**src/rtl/glitc_atten_loader.sv**
```systemverilog
// Serial loader for step attenuators: a register file of per-channel settings
// shifted out over a shared data/clock pair with a per-channel latch enable.
module glitc_atten_loader #(
    parameter int unsigned    NCH      = 6,
    parameter int unsigned    NBITS    = 6,
    parameter int unsigned    CLKDIV   = 4,
    parameter logic [NCH-1:0] INV_MASK = {NCH{1'b1}},
    parameter logic [NCH-1:0] REV_MASK = NCH'((32'd1 << NCH) - (32'd1 << (NCH / 2)))
) (
    input  logic             user_clk_i,
    input  logic             user_rst_n_i,
    input  logic             user_sel_i,
    input  logic             user_wr_i,
    input  logic [3:0]       user_addr_i,
    input  logic [31:0]      user_dat_i,
    output logic [31:0]      user_dat_o,
    output logic             att_d_o,
    output logic             att_clk_o,
    output logic [NCH-1:0]   att_le_o,
    output logic             busy_o
);

    localparam int unsigned CHW = (NCH > 1) ? $clog2(NCH) : 1;
    localparam int unsigned BW  = (NBITS > 1) ? $clog2(NBITS) : 1;
    localparam int unsigned CW  = (CLKDIV > 1) ? $clog2(CLKDIV) : 1;

    localparam logic [CW-1:0] CntLast  = CW'(CLKDIV - 1);
    localparam logic [BW-1:0] BitLast  = BW'(NBITS - 1);
    localparam logic [3:0]    NchAddr  = 4'(NCH);
    localparam logic [3:0]    CtrlAddr = 4'hF;

    typedef enum logic [2:0] {
        StIdle,
        StShiftLo,
        StShiftHi,
        StLatch,
        StGap
    } state_e;

    state_e             state_q, state_d;
    logic [CW-1:0]      cnt_q, cnt_d;
    logic [BW-1:0]      bit_q, bit_d;
    logic [CHW-1:0]     ch_q, ch_d;
    logic [NBITS-1:0]   word_q, word_d;
    logic [NBITS-1:0]   setting_q [NCH];
    logic [NBITS-1:0]   setting_d [NCH];
    logic [NCH-1:0]     pending_q, pending_d;
    logic               pause_q, pause_d;

    logic               wr_ch, wr_ctl;
    logic [CHW-1:0]     addr_ch;
    logic [CHW-1:0]     pick_ch;
    logic [NBITS-1:0]   pick_raw, pick_word;
    logic               clr_pick;
    logic               cnt_done;

    assign wr_ch   = user_sel_i & user_wr_i & (user_addr_i < NchAddr);
    assign wr_ctl  = user_sel_i & user_wr_i & (user_addr_i == CtrlAddr);
    assign addr_ch = user_addr_i[CHW-1:0];

    // Descending scan so the lowest-index pending channel is the one left standing.
    always_comb begin
        pick_ch = '0;
        for (int i = int'(NCH) - 1; i >= 0; i--) begin
            if (pending_q[i]) begin
                pick_ch = CHW'(i);
            end
        end
    end

    always_comb begin
        pick_raw  = setting_q[pick_ch];
        pick_word = pick_raw;
        if (REV_MASK[pick_ch]) begin
            for (int i = 0; i < int'(NBITS); i++) begin
                pick_word[i] = pick_raw[int'(NBITS) - 1 - i];
            end
        end
        if (INV_MASK[pick_ch]) begin
            pick_word = ~pick_word;
        end
    end

    always_comb begin
        state_d  = state_q;
        cnt_d    = cnt_q;
        bit_d    = bit_q;
        ch_d     = ch_q;
        word_d   = word_q;
        clr_pick = 1'b0;
        cnt_done = (cnt_q == CntLast);
        unique case (state_q)
            StIdle: begin
                if ((|pending_q) && !pause_q) begin
                    state_d  = StShiftLo;
                    cnt_d    = '0;
                    bit_d    = BitLast;
                    ch_d     = pick_ch;
                    word_d   = pick_word;
                    clr_pick = 1'b1;
                end
            end
            StShiftLo: begin
                if (cnt_done) begin
                    cnt_d   = '0;
                    state_d = StShiftHi;
                end else begin
                    cnt_d = cnt_q + 1'b1;
                end
            end
            StShiftHi: begin
                if (cnt_done) begin
                    cnt_d = '0;
                    if (bit_q == '0) begin
                        state_d = StLatch;
                    end else begin
                        bit_d   = bit_q - 1'b1;
                        state_d = StShiftLo;
                    end
                end else begin
                    cnt_d = cnt_q + 1'b1;
                end
            end
            StLatch: begin
                if (cnt_done) begin
                    cnt_d   = '0;
                    state_d = StGap;
                end else begin
                    cnt_d = cnt_q + 1'b1;
                end
            end
            StGap: begin
                if (cnt_done) begin
                    cnt_d   = '0;
                    state_d = StIdle;
                end else begin
                    cnt_d = cnt_q + 1'b1;
                end
            end
            default: state_d = StIdle;
        endcase
    end

    // User writes and force-reload are applied after the clear so they win a collision.
    always_comb begin
        setting_d = setting_q;
        pending_d = pending_q;
        pause_d   = pause_q;
        if (clr_pick) begin
            pending_d[pick_ch] = 1'b0;
        end
        if (wr_ch) begin
            setting_d[addr_ch] = user_dat_i[NBITS-1:0];
            pending_d[addr_ch] = 1'b1;
        end
        if (wr_ctl) begin
            pause_d = user_dat_i[30];
            if (user_dat_i[0]) begin
                pending_d = '1;
            end
        end
    end

    always_ff @(posedge user_clk_i or negedge user_rst_n_i) begin
        if (!user_rst_n_i) begin
            state_q   <= StIdle;
            cnt_q     <= '0;
            bit_q     <= '0;
            ch_q      <= '0;
            word_q    <= '0;
            setting_q <= '{default: '0};
            pending_q <= '0;
            pause_q   <= 1'b0;
        end else begin
            state_q   <= state_d;
            cnt_q     <= cnt_d;
            bit_q     <= bit_d;
            ch_q      <= ch_d;
            word_q    <= word_d;
            setting_q <= setting_d;
            pending_q <= pending_d;
            pause_q   <= pause_d;
        end
    end

    // Outputs decode straight from state so reset clears them without waiting for a clock.
    always_comb begin
        busy_o    = (state_q != StIdle);
        att_clk_o = (state_q == StShiftHi);
        att_d_o   = ((state_q == StShiftLo) || (state_q == StShiftHi)) && word_q[bit_q];
        att_le_o  = (state_q == StLatch) ? (NCH'(1) << ch_q) : '0;
    end

    always_comb begin
        user_dat_o = '0;
        if (user_addr_i < NchAddr) begin
            user_dat_o[NBITS-1:0] = setting_q[addr_ch];
        end else if (user_addr_i == CtrlAddr) begin
            user_dat_o[31]      = |pending_q;
            user_dat_o[30]      = pause_q;
            user_dat_o[16]      = busy_o;
            user_dat_o[NCH-1:0] = pending_q;
        end
    end

endmodule

```
**config.mk**
```make
export PLATFORM = sky130hd
export DESIGN_NAME = glitc_atten_loader
export DESIGN_NICKNAME = d
export VERILOG_FILES = /design/src/rtl/glitc_atten_loader.sv
export SDC_FILE = /design/constraint.sdc
export NUM_CORES = 1
export LEC_CHECK = 0
export CORE_AREA = 3 3 94 114
export CTS_CLUSTER_DIAMETER = 50
export DETAILED_ROUTE_END_ITERATION = 16
export DIE_AREA = 0 0 97 117
export SYNTH_ARGS = -nofsm -noshare
export SYNTH_HDL_FRONTEND = slang
export SYNTH_SLANG_ARGS = --single-unit
```
**constraint.sdc**
```tcl
create_clock -name user_clk_i -period 2.2 [get_ports user_clk_i]
set_input_delay 0.44 -clock user_clk_i [delete_from_list [all_inputs] [get_ports user_clk_i]]
set_output_delay 0.44 -clock user_clk_i [all_outputs]
set_load 0.05 [all_outputs]
```
Word level (Yosys, flattened, before mapping)
Memory sizes are Yosys's and may differ from the RTL's. Index checks and enable logic that the tools add are counted.

$add $sub $neg: 2. Shifts and indexed selects: 1. Equality and inequality tests: 12. Bitwise operators: 9. Multiplexer cells: 52. Magnitude comparators: 9. Reduce and logical (&&, ||, !) cells: 18.

Operator list (count): $mux W6 (14); $mux W3 (14); $bmux W6 S3 (2); $bwmux W36 (1); $demux W6 S3 (1); $pmux W3 S5 (1); $lt A3 B4 Y1 const B (3); $not A6 Y6 (2); $mux W2 (5); $ne A2 B2 Y1 const B (5); $mux W1 (9); $ge A4 B4 Y1 const B (2); $not A3 Y4 (2); $and A6 B6 Y6 (1); $demux W1 S3 (2); $eq A3 B2 Y1 const B (2); $ge A3 B1 Y1 const B (2); $logic_not A3 Y1 (2); $or A6 B6 Y6 (1); $pmux W3 S2 (1); $reduce_or A6 Y1 (1); $shl A1 B3 Y6 const A (1); $logic_and A1 B1 Y1 (5); $reduce_and A5 Y1 (1); other kinds (19) (23).

Input port bits: 40. Register bits after elaboration: 60. Memories kept: 2. Bits in read-only memories: 16.

Memory list: (name not given) (words 8, width 1, read ports 1, clocked after Yosys merged registers in 0, wr ports 0, RTL line 79) `if (INV_MASK[pick_ch]) begin`; (name not given) (words 8, width 1, read ports 1, clocked after Yosys merged registers in 0, wr ports 0, RTL line 74) `if (REV_MASK[pick_ch]) begin`.

Logic depth before layout (Yosys ltp)
Gate-level depths: netlist (run 1).

Depth after elaboration: 17. Depth in mapped cells: 7. Depth with buffers taken out: 7.

Worst setup path before layout (run 1)
Ideal clock, no wire load.

Path type: flip-flop to output port. Start: reg state_q[1]. End: out att_le_o[1]. Cell stages (with the launch flop): 4. Path slack: -734 ps. Buffers on the path: 1. Data arrival time: 2494 ps. Cell sequence: dfrtp_1 clkbuf_1 nand3b_1 nor4b_1.

Cells in the longest elaborated chain, start to end: 2.

Ends and longest elaborated chain: start: declaration (RTL line 40) `state_e state_q, state_d;`; start signal: assignment (RTL line 166) `state_q <= StIdle;`; start signal: assignment (RTL line 175) `state_q <= state_d;`; $eq A3 B2 Y1 (RTL line 191) `att_le_o = (state_q == StLatch) ? (NCH'(1) << ch_q) : '0;`; $mux W6 (RTL line 191); end: declaration (RTL line 19) `output logic [NCH-1:0] att_le_o,`.

No other way between the ends.

Worst setup path in the final report (run 1)
Start: in user_addr_i[2]. End: out user_dat_o[1].

Cells in the longest elaborated chain, start to end: 5.

Ends and longest elaborated chain: start: declaration (RTL line 14) `input logic [3:0] user_addr_i,`; $not A3 Y4 (implied by the code) (RTL line 197) `user_dat_o[NBITS-1:0] = setting_q[addr_ch];`; $bmux W6 S3 (RTL line 197); $mux W6 (implied by the code) (2 in series) (RTL line 197); $mux W6 (*) (RTL line 196) `if (user_addr_i < NchAddr) begin`; end: declaration (RTL line 16) `output logic [31:0] user_dat_o,`.

Mark *: on every way between the ends. The rest lies on a longest branch, timed or not. The select of a mux whose other input is x is not followed.

==> results of run 1 <==
==> registers in the layout, indices dropped and copies added, names as in the netlist <==
register / count
ch_q: 3
bit_q: 3
pending_q: 6
cnt_q: 2
word_q: 6
state_q: 3
setting_q: 36
pause_q: 1
==> how the worst max path moves through the flow <==
stage                                         start            end  slack [ns]  cells after the start
after global routing      setting_q[30]$_DFFE_PN0P_  user_dat_o[0]       0.006                      6
final                                user_addr_i[2]  user_dat_o[1]        0.04                      7
after floorplan              state_q[1]$_DFFE_PN0P_    att_le_o[1]       -0.06                      3
after global placement               user_addr_i[0]  user_dat_o[0]       -0.29                      7
after detailed placement             user_addr_i[0]  user_dat_o[3]       -0.28                      7
after CTS                            user_addr_i[0]  user_dat_o[4]      0.0004                      6
==> worst register-to-register path, delay by kind of cell (launching register included) <==
| kind | cells | cell delay, ns |
|---|---|---|
| and+or+nand+nor | 3 | 1.15 |
| AOI/OAI and AO/OA | 2 | 0.32 |
| DFF | 1 | 0.49 |
==> kinds of logic (layout without fill, tap and decap cells) <==
group | Yosys count | count (layout) | synth area share, %
compound gates | 80 | 80 | 16.49
xor+xnor | 2 | 2 | 0.4761
fa+ha+maj | 3 | 3 | 1.020
buf+inv | 53 | 105 | 9.486
flops | 60 | 60 | 40.80
mux | 65 | 65 | 19.38
other cells | 1 | 23 | 0.1019
simple gates | 89 | 89 | 12.24
==> routing by layer <==
layer / wire (microns) / vias to the layer above / share of wire (%) / GRT usage (%)
li1: - / 1404 / - / -
met1: 4206 / 1485 / 42 / 22.65
met2: 4735 / 123 / 47 / 30.29
met3: 752 / 25 / 7.5 / 3.734
met4: 331 / 0 / 3.3 / 9.363
met5: 0 / - / 0 / 0
==> where the power goes <==
group / switching, mW / total [mW] / leakage (nW) / internal, mW
sequential: 0.371 / 1.82 / 0.743 / 1.45
combinational: 1.70 / 3.03 / 1.27 / 1.34
clock: 0.544 / 1.58 / 0.164 / 1.03
total: 2.61 / 6.43 / 2.18 / 3.82
==> final cells by class <==
cell class                      instances  area [sq um]  area share (%)
Timing Repair Buffer                   80         829.5           17.17
Sequential cell                        60          1505           31.15
Clock inverter                          6         95.09           1.968
Multi-Input combinational cell        262          1976           40.89
Inverter                                9         33.78          0.6991
Clock buffer                           10         239.0           4.946
Tap cell                              123         153.9           3.185
==> stage by stage <==
| stage | cells | utilization, % | hold slack [ns] |
|---|---|---|---|
| after floorplan | 375 | - | 0.1444 |
| after global placement | 527 | 45.82 | 0.4641 |
| after detailed placement | 527 | 45.82 | 0.4764 |
| after CTS | 545 | 49.79 | 0.1814 |
| after global routing | 550 | 50.27 | 0.2073 |
| final | 550 | 50.27 | 0.1468 |
==> cells in the final DEF (no fill, tap or decap), types with 3 or more instances in the layout <==
master | Yosys | layout
a211oi_1 | 3 | 3
a21oi_1 | 12 | 11
a221oi_1 | 4 | 3
a22o_2 | 1 | 4
a311oi_1 | 4 | 4
a32oi_1 | 3 | 3
and3_1 | 3 | 3
buf_12 | 0 | 15
buf_4 | 23 | 46
buf_6 | 3 | 5
clkbuf_16 | 0 | 9
clkdlybuf4s50_1 | 0 | 10
conb_1 | 1 | 23
dfrtp_1 | 60 | 57
dfrtp_2 | 0 | 3
ha_1 | 3 | 3
inv_1 | 9 | 9
mux2_2 | 40 | 40
mux2i_1 | 24 | 24
nand2_1 | 30 | 30
nand2b_1 | 3 | 3
nand3_1 | 6 | 6
nor2_1 | 17 | 16
nor3_1 | 8 | 6
o211ai_1 | 5 | 5
o21ai_0 | 13 | 12
o21ai_2 | 2 | 3
o221ai_1 | 3 | 3
or3_1 | 3 | 3
==> what timing repair did <==
| item | in CTS | in global routing |
|---|---|---|
| endpoints found under the setup margin | 13 | 10 |
| buffers inserted | 1 | 5 |
| pin swaps | 1 | 4 |
| gates cloned | 1 | 0 |
| resized for setup | 14 | 5 |
| hold buffers | 0 | 0 |
==> impl_metrics.csv, run 1 <==
group,metric,value,unit
status,outcome,"completed",
routing,ant_nets,0,
cts,cts_inserted_buffers,9,
cts,cts_buffer_depth,2,
grt,antenna_found_initial,0,
power,power.density,1330,nW/um^2
setup_path,r2r_cells,5,
setup_path,critPathSlowestCell,"a221oi_1",
logic_synthesis,synth.avg_cell_area,10.42,sq um
floorplanning,die_w,97,microns
setup_path,critPathTopFamily,"buffers and inverters",
sta,worstMarginPinSlew,0.6970,ns
routing,vias,3037,
setup_path,reg2reg_setup_slack,0.17,ns
grt,grt_pass1_wl,16070,microns
power,power,6.429,mW
placement,pre_cts_slack,-0.2826,ns
placement,dp_hpwl,7471,microns
sta,slew-limit-headroom,53.53,%
cells_and_area,stdcell_area,4832,sq um
setup_path,max_stage_delay,0.29,ns
power,p_leak,2.180,nW
cts,path_clk_slew,0.06,ns
floorplanning,top_level_ports,81,
sta,setup_slack,0.04458,ns
cells_and_area,layout-drive-gt1-share,36.77,%
floorplanning,rows,39,
grt,grt-ovfl-total,0,
floorplanning,start_util,38.28,%
setup_path,r2r_start,"pending_q[1]$_DFF_PN0_",
sta,tns,0,ns
routing,drt_wl_total,10030,microns
grt,grt_pass1_vias,3022,
cells_and_area,fillers,892,
logic_synthesis,ys_ff_latch,60,
sta,post-route-period-util,97.97,%
logic_synthesis,yosysMostFrequentCell,"dfrtp_1",
sta,grt_setup_unrepaired,"no",
cts,clock_sinks,60,
logic_synthesis,synth_area,3680,sq um
logic_synthesis,synthCells,353,
logic_synthesis,synth_top_cells_by_area,"dfrtp_1 (41%), mux2_2 (12%), mux2i_1 (6.5%), buf_4 (4.7%), nand2_1 (3.1%)",
routing,routed_via_density,5.522,
setup_path,path_max_fanout,9,
cells_and_area,layout.nets,465,
logic_synthesis,seq_area_frac_synth,40.80,%
logic_synthesis,ys.flop_type,"dfrtp_1",
logic_synthesis,ys_types,66,
sta,min_period,2.155,ns
floorplanning,fp.coreArea,9613,sq um
cells_and_area,syn2layout_area_growth,31.32,%
cells_and_area,diodes,0,
placement,dpl_cell_area,4404,sq um
setup_path,arrival,1.72,ns
grt,grt_max_degree,31,
setup_path,path_class,"in2out",
setup_path,r2r-end,"word_q[4]$_DFFE_PN0N_",
placement,routabilityCongestion,0.9083,
cts,root_buffer,"clkbuf_16",
logic_synthesis,async_flop_share,100.0,%
setup_path,cpMostUsedCell,"buf_4",
power,peakVddDrop,450.1,uV
setup_path,crit_chain,"dlygate4sd2_1, buf_4, buf_4, a221oi_1, nand2_1, o21ai_2, buf_12",
setup_path,cp.required,1.76,ns
cts,cts_tree,"done",
logic_synthesis,synth_top_area_share,40.80,%
floorplanning,dieArea,11350,sq um
setup_path,startpoint_type,"primary input",
sta,setup_violations,0,
cts,cts-htree-levels,3,
routing,drt_pass1_iterations,4,
logic_synthesis,synth_edf_count,0,
min_path,hold_class,"in2async",
sta,fmax,463.9,MHz
cts,worstSkewPairLatency,0.33,ns
setup_path,crit_path_end_kind,"output pin",
routing,drt_iter0_drc,180,
setup_path,path_buf_inv,4,
logic_synthesis,synth_top_area_cell,"dfrtp_1",
placement,port_buffers,32,
sta,drv_slew,0,
sta,hold_viol_final,0,
logic_synthesis,ys_top_cells_by_count,"dfrtp_1 (60), mux2_2 (40), nand2_1 (30), mux2i_1 (24), buf_4 (23)",
routing,drc_errors,0,
floorplanning,dieHeight,117,microns
logic_synthesis,yosysWarnings,0,
routing,post_drt_wl_per_cell,18.23,microns
grt,track_usage,18.21,%
sta,finClkSkew,0.003179,ns
flow_run,max_cap_violations,0,
No activity file was read; power rests on OpenSTA's default activity.
==> run 2: changes to the inputs <==
--- a/config.mk
+++ b/config.mk
@@ -5,6 +5,7 @@
 export SDC_FILE = /design/constraint.sdc
 export NUM_CORES = 1
 export LEC_CHECK = 0
+export ABC_AREA = 0
 export CORE_AREA = 3 3 94 114
 export CTS_CLUSTER_DIAMETER = 50
 export DETAILED_ROUTE_END_ITERATION = 16
==> results of run 2 <==
The final DEF is identical to that of run 1; final timing and power are the same.
